### config.mk
export PLATFORM = sky130hd
export DESIGN_NAME = guitar_tone_synth
export DESIGN_NICKNAME = d
export VERILOG_FILES = /design/src/rtl/guitar_tone_synth.sv
export SDC_FILE = /design/constraint.sdc
export NUM_CORES = 1
export LEC_CHECK = 0
export CAP_MARGIN = 25
export CORE_ASPECT_RATIO = 1.2
export CORE_MARGIN = 1
export CORE_UTILIZATION = 50
export CTS_BUF_LIST = sky130_fd_sc_hd__clkbuf_16
export DETAILED_ROUTE_END_ITERATION = 8
export PLACE_DENSITY = 0.68
export SLEW_MARGIN = 20
export SYNTH_ARGS = -nofsm -noshare
export SYNTH_HDL_FRONTEND = slang
export SYNTH_SLANG_ARGS = --single-unit
### constraint.sdc
create_clock -name clk -period 15 [get_ports clk]
set_input_delay 2.25 -clock clk [delete_from_list [all_inputs] [get_ports clk]]
set_output_delay 2.25 -clock clk [all_outputs]
set_load 0.005 [all_outputs]
### src/rtl/guitar_tone_synth.sv
// guitar_tone_synth: six-string square-wave synth with per-string decaying envelopes,
// summed into signed 24-bit stereo samples for the codec FIFO allowed/write handshake.
module guitar_tone_synth #(
    parameter int SAMPLE_DIV   = 1042,
    parameter int DECAY_CYCLES = 195312,
    parameter int AMP_SHIFT    = 12
) (
    input  logic        clk,
    input  logic        resetn,
    input  logic        note_valid,
    input  logic [31:0] note,
    input  logic        mute,
    input  logic        audio_out_allowed,
    output logic        write_audio_out,
    output logic [23:0] audio_left,
    output logic [23:0] audio_right,
    output logic [5:0]  active,
    output logic        dropped
);
    typedef enum logic {IDLE, PEND} state_e;
    localparam int SW = $clog2(SAMPLE_DIV + 1);
    localparam int DW = $clog2(DECAY_CYCLES + 1);
    // Half-period ROM in clk cycles: row = string (s0 = high E), column = fret 0..4.
    localparam logic [18:0] HP [6][5] = '{
        '{19'd75843,  19'd71586,  19'd67568,  19'd63776,  19'd60197},
        '{19'd101238, 19'd95556,  19'd90193,  19'd85131,  19'd80353},
        '{19'd127552, 19'd120393, 19'd113636, 19'd107258, 19'd101238},
        '{19'd170262, 19'd160706, 19'd151686, 19'd143173, 19'd135137},
        '{19'd227273, 19'd214517, 19'd202477, 19'd191113, 19'd180387},
        '{19'd303372, 19'd286345, 19'd270272, 19'd255104, 19'd240787}
    };

    logic [SW-1:0]     scnt_q;
    logic [DW-1:0]     dcnt_q;
    logic [7:0]        env_q [6];
    logic [18:0]       cnt_q [6];
    logic [2:0]        fret_q [6];
    logic [5:0]        lvl_q, act_q;
    state_e            state_q;
    logic              wr_q, drop_q;
    logic [23:0]       smp_q;

    logic              s_tick, d_tick;
    logic [5:0]        hit, wrap;
    logic [2:0]        fret_d [6];
    logic signed [11:0] sum_d;
    logic [23:0]       smp_d;
    logic              unused_bits;

    assign unused_bits = ^note[31:30];
    assign s_tick = scnt_q == SW'(SAMPLE_DIV - 1);
    assign d_tick = dcnt_q == DW'(DECAY_CYCLES - 1);

    always_comb begin
        sum_d = '0;
        for (int s = 0; s < 6; s++) begin
            hit[s] = note_valid && (note[s] | note[6+s] | note[12+s] | note[18+s] | note[24+s]);
            fret_d[s] = note[24+s] ? 3'd4 : note[18+s] ? 3'd3 : note[12+s] ? 3'd2 : note[6+s] ? 3'd1 : 3'd0;
            wrap[s] = cnt_q[s] == HP[s][fret_q[s]] - 19'd1;
            if (act_q[s]) sum_d = lvl_q[s] ? sum_d + 12'(env_q[s]) : sum_d - 12'(env_q[s]);
        end
        smp_d = mute ? '0 : {{12{sum_d[11]}}, sum_d} << AMP_SHIFT;
    end

    // A strike overrides oscillator and envelope updates in the same cycle.
    always_ff @(posedge clk or negedge resetn) begin
        if (!resetn) begin
            for (int s = 0; s < 6; s++) begin
                env_q[s]  <= '0;
                cnt_q[s]  <= '0;
                fret_q[s] <= '0;
            end
            lvl_q <= '0;
            act_q <= '0;
        end else begin
            for (int s = 0; s < 6; s++) begin
                if (hit[s]) begin
                    env_q[s]  <= 8'd255;
                    cnt_q[s]  <= '0;
                    lvl_q[s]  <= 1'b1;
                    act_q[s]  <= 1'b1;
                    fret_q[s] <= fret_d[s];
                end else if (act_q[s]) begin
                    cnt_q[s] <= wrap[s] ? '0 : cnt_q[s] + 19'd1;
                    lvl_q[s] <= lvl_q[s] ^ wrap[s];
                    if (d_tick) begin
                        env_q[s] <= env_q[s] - 8'd1;
                        if (env_q[s] == 8'd1) begin
                            act_q[s] <= 1'b0;
                            cnt_q[s] <= '0;
                            lvl_q[s] <= 1'b0;
                        end
                    end
                end
            end
        end
    end

    // A sample tick while still pending replaces the unsent sample and takes priority over the write.
    always_ff @(posedge clk or negedge resetn) begin
        if (!resetn) begin
            scnt_q  <= '0;
            dcnt_q  <= '0;
            state_q <= IDLE;
            wr_q    <= 1'b0;
            drop_q  <= 1'b0;
            smp_q   <= '0;
        end else begin
            scnt_q <= s_tick ? '0 : scnt_q + SW'(1);
            dcnt_q <= d_tick ? '0 : dcnt_q + DW'(1);
            wr_q   <= 1'b0;
            if (s_tick) begin
                smp_q   <= smp_d;
                state_q <= PEND;
                if (state_q == PEND) drop_q <= 1'b1;
            end else if (state_q == PEND && audio_out_allowed) begin
                wr_q    <= 1'b1;
                state_q <= IDLE;
            end
        end
    end

    assign write_audio_out = wr_q;
    assign audio_left      = smp_q;
    assign audio_right     = smp_q;
    assign active          = act_q;
    assign dropped         = drop_q;
endmodule

==> impl_results.md <==
- Status: complete, no violations
- CTS clk-pin slew, worst paths: around 70 ps
- Placer congestion estimate: about 0.9
- Worst-skew pair later-pin latency: 540 ps
- CP Max Fanout: 15
- Main flop type after synthesis: dfrtp_1
- Final Slew Violations: 0
- Die X: 174 um
- Clk root buf: clkbuf_16
- Hold endpoint: dcnt_q[0]
- Via/cell ratio: 5.86
- FF-to-FF End: audio_left[23]
- Initial DRC Count: around 960
- GRT Resource Usage Total: between 20% and 30%
- Arr. time, crit path: ~8800 ps
- Buf/Inv on CP: 4
- Hold path cells: 1
- CTS Hold Buffers Added: 0
- Worst r2r src: active[0]
- Synth warn: 0
- Int Pwr: approximately 1.0 mW
- Share of cells above drive strength 1: approximately 5.1%
- DR pass1 iterations: 5
- Distinct cells, synth: 87
- Worst endpoint required time: between 15000 and 20000 ps
- H-tree depth: 1
- Flops & latches, synth: between 200 and 250
- Combinational fraction of design power: around a tenth
- Crit Path Class: reg -> reg
- Cell Rows: 75
- Initial antenna violation count: 0
- Routed WL per cell: roughly 15 um
- DRC viols: 0
- Worst path slowest cell: dfrtp_1
- Clock share of power: between 40% and 50%
- Cell taking the most area after synthesis: dfrtp_1
- Post-synth EDFFs: 0
- Post-route setup TNS: 0 ps
- CTS max path bufs: 3
- Worst min path class: reg -> reg
- Max rail drop VDD: about 0.068 mV
- Detailed placement HPWL: 29100 um
- CP max stage delay: 560 ps
- Largest net degree at the start of global routing: roughly 120
- Max Clock Skew: between 15 and 20 ps
- Hold_sp: dcnt_q[0]
- CTS tree: yes
- Post-DRT Antenna Nets: 0
- RSZ-0062 raised after global routing: false
- Final Instance Area: 19500 um^2
- Resize count post-CTS: 0
- Post-DP Area: around 19000 um^2
- Async S/R FF share, synth: 100%
- Worst r2r path cells: 34
- Synth Instances: around 2200
- Slew headroom: between 30% and 40%
- # IOs: 93
- Setup crit start kind: register
- Area contributors post-synth: dfrtp_1 33%, ha_1 7.2%, o21ai_0 5.6%, xor2_1 5.0%, nand2_1 4.8%
- Minimum clock period: slightly above 8000 ps
- Max Cap Viol: 0
- PwrDens: about 70 nW/um^2
- Fin. Hold Viols: 0
- Syn avg cell area: 8.22 um^2
- Final setup vio count: 0
- Setup repair bufs after CTS: 0
- Vias in the first global route: about 15000
- Clk sinks: about 240
- Drt total wl: about 41000 um
- Share of the synthesized area in the top cell type: between 30% and 40%
- Die footprint: 36400 um^2
- Largest delay share family, worst path: compound AO/OA/AOI/OAI gates
- Psw: between 0.3 and 0.4 mW
- Syn-to-layout area delta: 9.24%
- Post-Syn Area: roughly 18000 um^2
- Sequential share of power: around 48%
- First-pass GRT wire length: around 69000 um
- Initial Utilization: ~51%
- R2R Setup Slk: between 6000 and 7000 ps
- Grt total ovfl: 0
- Final worst path period share: 55.4%
- Worst Setup End Kind: register
- Maximum operating frequency: 0.120 GHz
- Chip height: roughly 210 um
- Ant. Diodes: 0
- Tightest Pin Transition: a little under 1000 ps
- Seq/Total Area, Yosys: between 30% and 40%
- Cts bufs inserted: 27
- Via count: 15600
- Leakage power: around 8.2 nW
- Nets@finish: 2323
- Switching part of the total: about a quarter
- # port buffers: 66
- Core area: 35000 um^2
==> kinds of logic after synthesis <==
kind of cell	synth area share, %
adder cells (fa/ha/maj)	7.72
AND/OR/NAND/NOR	24.3
multiplexers	2.16
flip-flops	33.1
XOR/XNOR	8.31
buffers and inverters	5.32
AO/OA/AOI/OAI	19.1
other	0.0210
==> power groups by stage <==
stage          clock network [mW]  registers, mW  logic (mW)
5_1_grt                     0.649          0.668       0.148
2_1_floorplan                   0          0.668      0.0968
4_1_cts                     0.622          0.666       0.130
3_3_place_gp                    0          0.677       0.126
6_report                    0.604          0.666       0.130
3_5_place_dp                    0          0.677       0.130
==> registers in the layout (all words and copies together) (netlist names) <==
register	cells
state_q	1
cnt_q	114
write_audio_out	1
dcnt_q	18
scnt_q	11
fret_q	18
lvl_q	6
env_q	48
dropped	1
audio_left	12
active	6
==> cells in the mapped netlist, drive strengths merged, types with 28 or more instances <==
| cell | instances |
|---|---|
| nand2 | 227 |
| or3 | 28 |
| o31ai | 34 |
| nor2 | 201 |
| nor3 | 55 |
| nand2b | 34 |
| and3 | 69 |
| clkbuf | 71 |
| ha | 102 |
| buf | 58 |
| mux2 | 28 |
| inv | 73 |
| nand3 | 98 |
| xor2 | 101 |
| xnor2 | 63 |
| o21ai | 209 |
| a21oi | 119 |
| dfrtp | 236 |
==> area by class of cell <==
cell class                      count  area [um^2]
Clock buffer                       27          676
Timing Repair Buffer               85          827
Inverter                           75          282
Tap cell                          462          578
Multi-Input combinational cell   1754        11100
Fill cell                        3184        15500
Sequential cell                   236         5910
Clock inverter                     20          118
==> worst register-to-register path: cells and delay by family, from the launching register on <==
family	cells	cell delay [ps]
AO/OA/AOI/OAI	14	3390
XOR/XNOR	4	980
flip-flops	1	560
adder cells (fa/ha/maj)	6	2010
buffers and inverters	4	560
AND/OR/NAND/NOR	6	760
==> per-stage QoR <==
stage / hold slack, ps / power [mW] / utilization [%] / setup WS [ps] / cells
6_report: 456 / 1.40 / 55.7 / 6690 / 2659
5_1_grt: 477 / 1.47 / 55.7 / 6050 / 2659
4_1_cts: 456 / 1.42 / 55.6 / 6710 / 2657
3_5_place_dp: 446 / 0.807 / 53.3 / 6770 / 2610
3_3_place_gp: 444 / 0.803 / 53.3 / 7030 / 2608
2_1_floorplan: 425 / 0.765 / - / 7860 / 2194
==> routing by layer <==
layer | GRT usage, % | up-vias | part of all wire [%]
li1 | - | 7727 | -
met1 | 28.5 | 7508 | 45
met2 | 39.2 | 280 | 49
met3 | 2.15 | 72 | 3.4
met4 | 6.35 | 0 | 2.1
met5 | 0 | - | 0
==> placed cells by master (no fill, tap or decap), types with 28 or more instances in the layout <==
cell               n
ha_1             102
nand2b_1          34
nor3_1            55
a21oi_1          119
inv_1             75
xnor2_1           63
and3_1            69
mux2_2            28
o31ai_1           34
nand3_1           98
clkdlybuf4s50_1   65
or3_1             28
xor2_1           101
nor2_1           201
o21ai_0          197
dfrtp_1          236
nand2_1          227
==> how the worst max path moves through the flow <==
stage               startpoint        endpoint  slack [ps]  cells past startpoint
finish               active[0]  audio_left[23]        6690                     34
floorplan            env_q[40]  audio_left[23]        7860                     38
global route         active[0]  audio_left[23]        6050                     34
global placement     env_q[32]  audio_left[23]        7030                     34
detailed placement   active[0]  audio_left[23]        6770                     33
CTS                  active[0]  audio_left[23]        6710                     33
(Power assumes the default switching activity.)
